## src/rtl/fs_det_pkg.sv

```systemverilog
// fs_det_pkg: shared types and constants for the LRCK period detector.
//   fs_code_e  - 3-bit sample-rate code reported on fs_code_o
//   state_e    - detector FSM states
//   NOM_*      - nominal LRCK periods in clk_i cycles at 24.576 MHz
//   CLS_TOL    - half-width of each classification window
//   classify() - maps a measured period onto fs_code_e
package fs_det_pkg;

    typedef enum logic [2:0] {
        FS_UNKNOWN = 3'd0,
        FS_32K     = 3'd1,
        FS_44K1    = 3'd2,
        FS_48K     = 3'd3,
        FS_88K2    = 3'd4,
        FS_96K     = 3'd5,
        FS_176K4   = 3'd6,
        FS_192K    = 3'd7
    } fs_code_e;

    typedef enum logic [1:0] {
        ST_IDLE,
        ST_MEASURE,
        ST_LOCKED
    } state_e;

    localparam int unsigned CLS_TOL    = 3;
    localparam int unsigned NOM_32K    = 768;
    localparam int unsigned NOM_44K1   = 557;
    localparam int unsigned NOM_48K    = 512;
    localparam int unsigned NOM_88K2   = 279;
    localparam int unsigned NOM_96K    = 256;
    localparam int unsigned NOM_176K4  = 139;
    localparam int unsigned NOM_192K   = 128;

    function automatic logic near(input int unsigned meas, input int unsigned nom);
        return (meas + CLS_TOL >= nom) && (meas <= nom + CLS_TOL);
    endfunction

    // Windows are disjoint, so the order of the tests does not matter.
    function automatic fs_code_e classify(input int unsigned meas);
        fs_code_e code;
        code = FS_UNKNOWN;
        if (near(meas, NOM_32K))   code = FS_32K;
        if (near(meas, NOM_44K1))  code = FS_44K1;
        if (near(meas, NOM_48K))   code = FS_48K;
        if (near(meas, NOM_88K2))  code = FS_88K2;
        if (near(meas, NOM_96K))   code = FS_96K;
        if (near(meas, NOM_176K4)) code = FS_176K4;
        if (near(meas, NOM_192K))  code = FS_192K;
        return code;
    endfunction

endpackage

```

## src/rtl/fs_period_detector_if.sv

```systemverilog
// fs_period_detector_if: result bus of the LRCK period detector.
//   period_o       - last locked period in clk_i cycles
//   period_valid_o - one-cycle pulse per captured measurement
//   lock_o         - measurement stable
//   fs_code_o      - sample-rate code (fs_det_pkg::fs_code_e)
//   timeout_o      - one-cycle pulse when LRCK is lost
// master: the detector drives the bus; slave: a consumer reads it.
interface fs_period_detector_if #(
    parameter int unsigned WIDTH = 10
);
    logic [WIDTH-1:0] period_o;
    logic             period_valid_o;
    logic             lock_o;
    logic [2:0]       fs_code_o;
    logic             timeout_o;

    modport master (output period_o, period_valid_o, lock_o, fs_code_o, timeout_o);
    modport slave  (input  period_o, period_valid_o, lock_o, fs_code_o, timeout_o);
endinterface

```

## src/rtl/sync_edge_det.sv

```systemverilog
// sync_edge_det: 2-flop synchronizer followed by a registered rising-edge
// detector. rise_o pulses for one clk_i cycle, 3 cycles after d_i rises.
//   clk_i  - clock
//   rst_ni - synchronous active-low reset (clears all flops)
//   d_i    - asynchronous input
//   rise_o - rising-edge pulse
module sync_edge_det (
    input  logic clk_i,
    input  logic rst_ni,
    input  logic d_i,
    output logic rise_o
);
    logic s1_q, s2_q, prev_q, rise_q;

    always_ff @(posedge clk_i) begin
        if (!rst_ni) begin
            s1_q   <= 1'b0;
            s2_q   <= 1'b0;
            prev_q <= 1'b0;
            rise_q <= 1'b0;
        end else begin
            s1_q   <= d_i;
            s2_q   <= s1_q;
            prev_q <= s2_q;
            rise_q <= s2_q & ~prev_q;
        end
    end

    assign rise_o = rise_q;
endmodule

```

## src/rtl/fs_period_detector.sv

```systemverilog
// fs_period_detector: counts clk_i cycles per LRCK period, requires
// consecutive agreeing measurements before asserting lock, and classifies
// the locked period into a sample-rate code.
//   clk_i  - system clock (24.576 MHz nominal)
//   rst_ni - synchronous active-low reset
//   lrck_i - LR clock, asynchronous to clk_i
//   det_o  - result bus (period, valid pulse, lock, fs code, timeout pulse)
module fs_period_detector
    import fs_det_pkg::*;
#(
    parameter int unsigned WIDTH    = 10,
    parameter int unsigned TOL      = 2,
    parameter int unsigned LOCK_CNT = 4
) (
    input  logic                        clk_i,
    input  logic                        rst_ni,
    input  logic                        lrck_i,
    fs_period_detector_if.master        det_o
);
    localparam logic [WIDTH-1:0] CNT_MAX = '1;
    localparam logic [WIDTH-1:0] CNT_ONE = WIDTH'(1);

    logic                   rise;
    state_e                 state_q, state_d;
    logic [WIDTH-1:0]       cnt_q, cnt_d;
    logic [WIDTH-1:0]       prev_meas_q, prev_meas_d;
    logic [WIDTH-1:0]       period_q, period_d;
    logic [3:0]             match_q, match_d, match_inc;
    logic                   lock_q, lock_d;
    logic                   valid_q, valid_d;
    logic                   timeout_q, timeout_d;
    fs_code_e               fs_q, fs_d;
    logic signed [WIDTH:0]  diff;
    logic [WIDTH:0]         abs_diff;
    logic                   is_match, lock_reach, sat_hold, sat_enter;

    sync_edge_det u_sync (
        .clk_i  (clk_i),
        .rst_ni (rst_ni),
        .d_i    (lrck_i),
        .rise_o (rise)
    );

    // The measurement is cnt_q itself in the rise cycle.
    assign diff       = $signed({1'b0, cnt_q}) - $signed({1'b0, prev_meas_q});
    assign abs_diff   = diff[WIDTH] ? $unsigned(-diff) : $unsigned(diff);
    assign is_match   = 32'(abs_diff) <= TOL;
    assign match_inc  = (match_q == 4'd15) ? match_q : match_q + 4'd1;
    assign lock_reach = 32'(match_inc) >= LOCK_CNT - 1;
    assign sat_hold   = (cnt_q == CNT_MAX);
    assign sat_enter  = (cnt_q == CNT_MAX - CNT_ONE);

    always_ff @(posedge clk_i) begin
        if (!rst_ni) begin
            state_q     <= ST_IDLE;
            cnt_q       <= '0;
            prev_meas_q <= '0;
            period_q    <= '0;
            match_q     <= '0;
            lock_q      <= 1'b0;
            valid_q     <= 1'b0;
            timeout_q   <= 1'b0;
            fs_q        <= FS_UNKNOWN;
        end else begin
            state_q     <= state_d;
            cnt_q       <= cnt_d;
            prev_meas_q <= prev_meas_d;
            period_q    <= period_d;
            match_q     <= match_d;
            lock_q      <= lock_d;
            valid_q     <= valid_d;
            timeout_q   <= timeout_d;
            fs_q        <= fs_d;
        end
    end

    always_comb begin
        state_d     = state_q;
        prev_meas_d = prev_meas_q;
        period_d    = period_q;
        match_d     = match_q;
        lock_d      = lock_q;
        fs_d        = fs_q;
        valid_d     = 1'b0;
        timeout_d   = 1'b0;

        if (rise)           cnt_d = CNT_ONE;
        else if (sat_hold)  cnt_d = cnt_q;
        else                cnt_d = cnt_q + CNT_ONE;

        if (rise) begin
            if (state_q == ST_IDLE || sat_hold) begin
                // First edge or edge after LRCK loss: partial period, no capture.
                state_d = ST_MEASURE;
                if (sat_hold) begin
                    lock_d  = 1'b0;
                    fs_d    = FS_UNKNOWN;
                    match_d = '0;
                end
            end else begin
                valid_d     = 1'b1;
                prev_meas_d = cnt_q;
                if (is_match) begin
                    match_d = match_inc;
                    if (state_q == ST_LOCKED || lock_reach) begin
                        state_d  = ST_LOCKED;
                        lock_d   = 1'b1;
                        period_d = cnt_q;
                        fs_d     = classify(32'(cnt_q));
                    end
                end else begin
                    state_d = ST_MEASURE;
                    match_d = '0;
                    lock_d  = 1'b0;
                    fs_d    = FS_UNKNOWN;
                end
            end
        end else if (sat_enter) begin
            // Fires only on the step into saturation; the held count cannot retrigger.
            timeout_d = 1'b1;
            state_d   = ST_IDLE;
            match_d   = '0;
            lock_d    = 1'b0;
            fs_d      = FS_UNKNOWN;
        end
    end

    assign det_o.period_o       = period_q;
    assign det_o.period_valid_o = valid_q;
    assign det_o.lock_o         = lock_q;
    assign det_o.fs_code_o      = fs_q;
    assign det_o.timeout_o      = timeout_q;
endmodule
```

## src/flat_wrapper.sv

```systemverilog
// flat-port wrapper written by rule: the top's interface ports become plain ports
module fs_period_detector_flat import fs_det_pkg::*;
#(
    parameter int unsigned WIDTH    = 10,
    parameter int unsigned TOL      = 2,
    parameter int unsigned LOCK_CNT = 4
)
  (clk_i, rst_ni, lrck_i, det_o_period_o, det_o_period_valid_o, det_o_lock_o, det_o_fs_code_o, det_o_timeout_o);
  fs_period_detector_if #(.WIDTH(WIDTH)) det_o_i ();
  input  logic clk_i;
  input  logic rst_ni;
  input  logic lrck_i;
  output wire logic [$bits(det_o_i.period_o)-1:0] det_o_period_o;
  output wire logic [$bits(det_o_i.period_valid_o)-1:0] det_o_period_valid_o;
  output wire logic [$bits(det_o_i.lock_o)-1:0] det_o_lock_o;
  output wire logic [$bits(det_o_i.fs_code_o)-1:0] det_o_fs_code_o;
  output wire logic [$bits(det_o_i.timeout_o)-1:0] det_o_timeout_o;
  assign det_o_period_o = det_o_i.period_o;
  assign det_o_period_valid_o = det_o_i.period_valid_o;
  assign det_o_lock_o = det_o_i.lock_o;
  assign det_o_fs_code_o = det_o_i.fs_code_o;
  assign det_o_timeout_o = det_o_i.timeout_o;
  fs_period_detector #(.WIDTH(WIDTH), .TOL(TOL), .LOCK_CNT(LOCK_CNT)) u_core (.clk_i(clk_i), .rst_ni(rst_ni), .lrck_i(lrck_i), .det_o(det_o_i));
endmodule
```

## config.mk

```make
export PLATFORM = sky130hd
export DESIGN_NAME = fs_period_detector_flat
export DESIGN_NICKNAME = d
export VERILOG_FILES = /design/src/rtl/fs_det_pkg.sv /design/src/rtl/fs_period_detector_if.sv /design/src/rtl/sync_edge_det.sv /design/src/rtl/fs_period_detector.sv /design/src/flat_wrapper.sv
export SDC_FILE = /design/constraint.sdc
export NUM_CORES = 1
export LEC_CHECK = 0
export CAP_MARGIN = 20
export CORE_MARGIN = 5
export CORE_UTILIZATION = 55
export DETAILED_ROUTE_END_ITERATION = 12
export GPL_ROUTABILITY_DRIVEN = 1
export PLACE_DENSITY = 0.74
export SLEW_MARGIN = 15
export SYNTH_ARGS = -nofsm -noshare
export SYNTH_HDL_FRONTEND = slang
export SYNTH_HIERARCHICAL = 1
export SYNTH_SLANG_ARGS = --single-unit
```

## constraint.sdc

```tcl
create_clock -name clk_i -period 4.4 [get_ports clk_i]
set_input_delay 1.1 -clock clk_i [delete_from_list [all_inputs] [get_ports clk_i]]
set_output_delay 1.1 -clock clk_i [all_outputs]
set_load 0.1 [all_outputs]
```

* Word level (Yosys, flattened, before mapping)
Index checks and enable logic that the tools add are counted.
Storage, ports and cells: bits in registers 46, input port bits 3, output and inout bits 16
Cells by class: add/subtract/negate cells 5, $lt $le $gt $ge 16, eq/ne operators 7, multiplexer cells 35, bitwise logic cells 4, reduce and logical (&&, ||, !) cells 18
Operators with widths (count):
- 32-bit by 10-bit greater-or-equal comparator with 1-bit output (second input constant) | 3
- 32-bit by 8-bit greater-or-equal comparator with 1-bit output (second input constant) | 2
- 32-bit by 9-bit greater-or-equal comparator with 1-bit output (second input constant) | 2
- 10-bit less-or-equal comparator (second input constant) | 3
- 3-bit 2-to-1 mux | 10
- 4-bit 2-to-1 mux | 6
- 10-bit equality test (second input constant) | 2
- 10-bit by 8-bit less-or-equal comparator with 1-bit output (second input constant) | 2
- 10-bit by 9-bit less-or-equal comparator with 1-bit output (second input constant) | 2
- 2-bit 2-to-1 mux | 7
- 10-bit by 2-bit adder with 11-bit output (second input constant) | 1
- 11-bit by 2-bit less-or-equal comparator with 1-bit output (second input constant) | 1
- 1-bit 2-to-1 mux | 11
- 11-bit 2-to-1 mux | 1
- 11-bit negation | 1
- 10-bit by 10-bit subtractor with 11-bit output | 1
- 10-bit by 1-bit adder with 10-bit output (second input constant) | 1
- 2-bit AND reduction | 4
- 1-bit logical AND | 7
- 4-bit by 1-bit adder with 4-bit output (second input constant) | 1
- 4-bit equality test (second input constant) | 1
- 4-bit by 2-bit greater-or-equal comparator with 1-bit output (second input constant) | 1
- 4-bit inequality test (second input constant) | 1
- 4-bit AND reduction | 1
- other kinds (10) | 13

* Depth between registers and ports, before layout
word-level depth 14, gate-level depth with buffers 15

* Modules after synthesis
Netlist, hierarchy kept.
Modules (own cells, without submodules):
- fs_period_detector | times used 1, cells an instance 450, area each 3269.4 µm², seq. area each 840.8 µm²
- sync_edge_det | times used 1, cells an instance 8, area each 111.4 µm², seq. area each 80.1 µm²

* Worst setup path after synthesis
No wires, ideal clock.
path kind register -> register, start point register u_core.cnt_q[0], end point register u_core.state_q[1], arrival 3.646 ns, setup slack 0.680 ns, cell stages (with the launch flop) 15, path through dfxtp_1 -> clkbuf_1 -> inv_1 -> ha_1 -> inv_1 -> fa_1 -> a21o_1 -> a31o_4 -> a311oi_4 -> o31ai_1 -> xnor2_1 -> or3_4 -> or2_1 -> or4_1 -> a31oi_1
Between the ends: cells in the longest elaborated chain, start to end 7, elaborated cells on any way between the ends 13
Ends and longest elaborated chain:
- from (decl) | RTL line fs_period_detector.sv:25 | logic [WIDTH-1:0] cnt_q, cnt_d;
- from (signal assigned) | RTL line fs_period_detector.sv:66 | cnt_q <= cnt_d;
- 10-bit by 10-bit subtractor with 11-bit output | RTL line fs_period_detector.sv:45 | assign diff = $signed({1'b0, cnt_q}) - $signed({1'b0, prev_meas_q});
- 11-bit negation | RTL line fs_period_detector.sv:46 | assign abs_diff = diff[WIDTH] ? $unsigned(-diff) : $unsigned(diff);
- 11-bit 2-to-1 mux | RTL line fs_period_detector.sv:46
- 11-bit by 2-bit less-or-equal comparator with 1-bit output | RTL line fs_period_detector.sv:47 | assign is_match = 32'(abs_diff) <= TOL;
- 2-bit 2-to-1 mux | RTL line fs_period_detector.sv:103 | if (is_match) begin
- 2-bit 2-to-1 mux | RTL line fs_period_detector.sv:92 | if (state_q == ST_IDLE || sat_hold) begin
- 2-bit 2-to-1 mux | RTL line fs_period_detector.sv:91 | if (rise) begin
- to (signal assigned) | RTL line fs_period_detector.sv:65 | state_q <= state_d;
- to (decl) | RTL line fs_period_detector.sv:24 | state_e state_q, state_d;
Parallel ways exist; a longest one is shown, timed or not. A chain may end at the register's enable or synchronous reset.

* Worst setup path in the final report
start point register u_core.cnt_q[0], end point register u_core.lock_q, in the netlist u_core/det_o.lock_o
Between the ends: cells in the longest elaborated chain, start to end 7, elaborated cells on any way between the ends 14
Ends and longest elaborated chain:
- 10-bit by 10-bit subtractor with 11-bit output | RTL line fs_period_detector.sv:45
- 11-bit negation | RTL line fs_period_detector.sv:46
- 11-bit 2-to-1 mux | RTL line fs_period_detector.sv:46
- 11-bit by 2-bit less-or-equal comparator with 1-bit output | RTL line fs_period_detector.sv:47
- 1-bit 2-to-1 mux | RTL line fs_period_detector.sv:103
- 1-bit 2-to-1 mux | RTL line fs_period_detector.sv:92
- 1-bit 2-to-1 mux | RTL line fs_period_detector.sv:91
- to (signal assigned) | RTL line fs_period_detector.sv:70 | lock_q <= lock_d;
- to (decl) | RTL line fs_period_detector.sv:29 | logic lock_q, lock_d;
Parallel ways exist; a longest one is shown, timed or not.

==> PnR_summary.wiki <==
{| class="wikitable"
! Metric !! Value
|-
| Result of the run || completed
|-
| Slew at the pin with the worst max-slew slack || about 0.98 ns
|-
| Standard cell with the maximum stage delay on the critical path || sky130_fd_sc_hd__or3_1
|-
| Worst relative slew slack || 0.342
|-
| Routed length per instance || about 17 um
|-
| Highest ir drop seen on vdd || approximately 0.00016 V
|-
| Synth area leaders || sky130_fd_sc_hd__dfxtp_1 27%, sky130_fd_sc_hd__a21oi_1 6.5%, sky130_fd_sc_hd__nor2_1 6.3%, sky130_fd_sc_hd__ha_1 5.9%, sky130_fd_sc_hd__o21ai_0 4.9%
|-
| Library cell appearing most often on the critical path || sky130_fd_sc_hd__inv_1
|-
| Antenna violations before repair || 0
|-
| CP Data Arrival Time || 4.32 ns
|-
| Final setup violation count || 0
|-
| Synth Net Count || 478
|-
| Largest buffer count on any clock path || 2
|-
| Layout Area Growth over Synthesis || 10.7%
|-
| Min Tclk post-route || 4.12 ns
|-
| Family with the most delay on the worst path || compound AO/OA/AOI/OAI gates
|-
| Number of hold buffers added after CTS || 0
|-
| Worst-Skew Late Latency || 0.31 ns
|-
| Number of buffers and inverters on the critical path || 2
|-
| Synthesized instance count || 458
|-
| Routed via count || 3440
|-
| Global route overflow || 0
|-
| Non-Filler Cell Area, Final || roughly 3700 um^2
|-
| Largest net degree at the start of global routing || 32
|-
| Top cells by count, synth || 57 x sky130_fd_sc_hd__nor2_1, 46 x sky130_fd_sc_hd__dfxtp_1, 44 x sky130_fd_sc_hd__a21oi_1, 33 x sky130_fd_sc_hd__o21ai_0, 32 x sky130_fd_sc_hd__nand2_1
|-
| CTS H-tree depth || 2
|-
| Share of final-layout standard cells stronger than drive strength 1 || 0.0809
|-
| Half-perimeter wire length after placement || about 6800 um
|-
| Crit path cell chain || inv_1, ha_1, inv_1, fa_1, a21o_1, a31o_4, a311oi_4, and3_1, o22ai_1, o32a_1, or3_1, or2_1, a221oi_1
|-
| Required time at the endpoint of the critical path || 4.61 ns
|-
| Net count of the finished layout || 489
|-
| Count of inserted antenna diode cells || 0
|-
| Worst Path Max Fanout || 14
|-
| Combined global-route utilization of all metal layers || 0.246
|-
| Number of failing hold endpoints at the final stage || 0
|-
| Count of buffers from port buffering || 18
|-
| Synthesis-stage register bit count || 46
|-
| Portion of the post-synthesis area used by sequential elements || 0.272
|-
| Cell with the most instances after synthesis || sky130_fd_sc_hd__nor2_1
|-
| Unrepaired setup endpoints after global routing || false
|-
| First-pass iteration count of the detailed router || 5
|-
| Synth Area per Inst || 7.38 um^2
|-
| Post-synthesis cell type count || 62
|-
| Starting DRC count in detailed routing || ~340
|-
| Number of warnings printed during yosys synthesis || 6
|-
| Wire length of the first global-routing pass || 15000 um
|-
| Die boundary width || 88.4 um
|-
| Clock tree from TritonCTS || built
|-
| TritonCTS Buffers || 5
|-
| Initial Utilization || 0.568
|-
| Dominant register cell in the synthesized netlist || sky130_fd_sc_hd__dfxtp_1
|-
| Resized cells post-CTS || 0
|-
| Multi-input gate area || 2240 um^2
|-
| Total area of sequential cells || around 920 um^2
|-
| Die ar. || 7810 um^2
|-
| Worst hold path class || flop to flop
|-
| Post-CTS clock slew at the launch and capture registers of the worst setup and hold paths || 0.10 ns
|-
| Kind of start point of the critical path || flop
|-
| Boundary Pins || 19
|-
| Detail-routed via count per cell || 6.31
|-
| Number of flops mapped to enable cells by yosys || 0
|-
| Site Rows || 28
|-
| Stage delay of the slowest cell on the critical path || 0.53 ns
|-
| Ratio of total power to cell area || 236 nW/um^2
|-
| Max-cap check violation count || 0
|-
| Post-synthesis instance area || 3380 um^2
|-
| Post-Route Setup TNS || 0 ns
|-
| Cell at the root of the clock tree || sky130_fd_sc_hd__clkbuf_8
|-
| Max Clock Freq || 243 MHz
|-
| Post-detailed-route DRC marker count || 0
|-
| Area of the placeable core || 5960 um^2
|-
| Share of the cycle needed by the critical path after routing || 0.935
|-
| Setup fix buffers added after clock tree synthesis || 0
|-
| Weighted congestion reported at the end of routability-driven placement || roughly 0.91
|-
| Leading area contributor after synthesis || sky130_fd_sc_hd__dfxtp_1
|-
| Post-detailed-placement cell area || 3630 um^2
|-
| Fraction of synthesized cell area taken by the top area cell type || 0.272
|-
| Static leakage power || 1.28 nW
|-
| Setup Crit Path Kind || flop to flop
|-
| Vias in the first global route || between 3k and 4k
|-
| Share of flip-flops with an asynchronous set or reset || 0
|-
| Worst-case clock skew || approximately 0.0092 ns
|-
| Sink count of the clock tree || 46
|-
| Final routed wirelength across all metal layers || 9260 um
|-
| Height of the die || 88.4 um
|-
| Number of max-slew violations in the final report || 0
|-
| Final antenna-violating net count || 0
|-
| Fill cell count || between 500 and 600
|-
| Critical path endpoint category || flop
|}
## state kept, by name, summed over array words and instances, names as in the netlist
signal	flops
u_core/cnt_q	10
u_core/det_o.fs_code_o	3
u_core/det_o.lock_o	1
u_core/det_o.period_o	10
u_core/det_o.period_valid_o	1
u_core/det_o.timeout_o	1
u_core/match_q	4
u_core/prev_meas_q	10
u_core/state_q	2
u_core/u_sync/prev_q	1
u_core/u_sync/rise_o	1
u_core/u_sync/s1_q	1
u_core/u_sync/s2_q	1
## worst register-to-register path, delay by kind of cell (launching register included)
kind                       cells  cell delay, ns
AOI/OAI and AO/OA              6            1.57
and+or+nand+nor                3            1.11
adders and majority gates      2            0.62
DFF                            1            0.46
buffers and inverters          2            0.26
## cell usage in the layout, fill, tap and decap left out, types with 3 or more instances in the layout
| cell type | instances |
|---|---|
| sky130_fd_sc_hd__and2_1 | 5 |
| sky130_fd_sc_hd__nor3_1 | 8 |
| sky130_fd_sc_hd__clkbuf_8 | 6 |
| sky130_fd_sc_hd__and3_1 | 3 |
| sky130_fd_sc_hd__clkdlybuf4s50_1 | 18 |
| sky130_fd_sc_hd__nand4_1 | 13 |
| sky130_fd_sc_hd__a31oi_1 | 8 |
| sky130_fd_sc_hd__o22ai_1 | 7 |
| sky130_fd_sc_hd__or2_1 | 3 |
| sky130_fd_sc_hd__a211oi_1 | 6 |
| sky130_fd_sc_hd__dfxtp_1 | 46 |
| sky130_fd_sc_hd__nor2b_1 | 5 |
| sky130_fd_sc_hd__or3_1 | 7 |
| sky130_fd_sc_hd__inv_1 | 30 |
| sky130_fd_sc_hd__o21ai_0 | 33 |
| sky130_fd_sc_hd__xnor2_1 | 13 |
| sky130_fd_sc_hd__ha_1 | 16 |
| sky130_fd_sc_hd__nor2_1 | 57 |
| sky130_fd_sc_hd__a21o_1 | 4 |
| sky130_fd_sc_hd__or2_2 | 4 |
| sky130_fd_sc_hd__o31ai_1 | 4 |
| sky130_fd_sc_hd__nand2_1 | 32 |
| sky130_fd_sc_hd__xor2_1 | 5 |
| sky130_fd_sc_hd__buf_4 | 13 |
| sky130_fd_sc_hd__a21oi_1 | 44 |
| sky130_fd_sc_hd__nor4_1 | 8 |
| sky130_fd_sc_hd__mux2i_1 | 13 |
| sky130_fd_sc_hd__and2_2 | 3 |
| sky130_fd_sc_hd__nand3_1 | 10 |
| sky130_fd_sc_hd__o211ai_1 | 4 |
## power breakdown
| group | internal (mW) | switching [mW] |
|---|---|---|
| registers | 0.420 | 0.00861 |
| logic | 0.0630 | 0.105 |
| clock network | 0.130 | 0.157 |
## per-stage QoR
stage / hold slack (ns) / cells / power, mW / util / setup slack [ns]
after CTS: 0.466 / 544 / 0.887 / 0.627 / 0.304
after global placement: 0.436 / 536 / 0.594 / 0.610 / 0.494
after detailed placement: 0.439 / 536 / 0.599 / 0.610 / 0.345
final: 0.457 / 545 / 0.883 / 0.628 / 0.285
after floorplan: 0.420 / 458 / 0.564 / - / 0.680
after global routing: 0.483 / 545 / 0.927 / 0.628 / 0.000325
## cells by family (layout without fill, tap and decap cells)
group	after synthesis	count (layout)	share of synthesized area
adders and majority gates	17	17	0.0651
buffers and inverters	57	69	0.0659
xor gates and xnor gates	18	18	0.0466
AOI/OAI and AO/OA	138	138	0.262
and+or+nand+nor	169	169	0.249
DFF	46	46	0.272
muxes	13	13	0.0385
## final timing paths
kind | from | to | slack (ns) | cells past startpoint
worst min-delay path | u_core/u_sync/s1_q | u_core/u_sync/s2_q | 0.46 | 1
worst max register to register | u_core/cnt_q[0] | u_core/det_o.lock_o | 0.28 | 13
worst min register to register | u_core/u_sync/s1_q | u_core/u_sync/s2_q | 0.46 | 1
worst max-delay path | u_core/cnt_q[0] | u_core/det_o.lock_o | 0.28 | 13
## layer usage
layer,GRT usage,vias up,wire [um]
li1,-,1673,-
met3,0.0484,27,621
met1,0.306,1618,4010
met5,0,-,0
met4,0.106,0,267
met2,0.414,122,4360
## cell type report
class | instances | share of cell area
clock buffers | 6 | 0.0221
flip-flops and latches | 46 | 0.246
repair buffers | 31 | 0.0742
well taps | 75 | 0.0251
inverters | 30 | 0.0301
clock inverters | 2 | 0.00435
multi-input cells | 355 | 0.598
No activity file was read; power rests on OpenSTA's default activity.
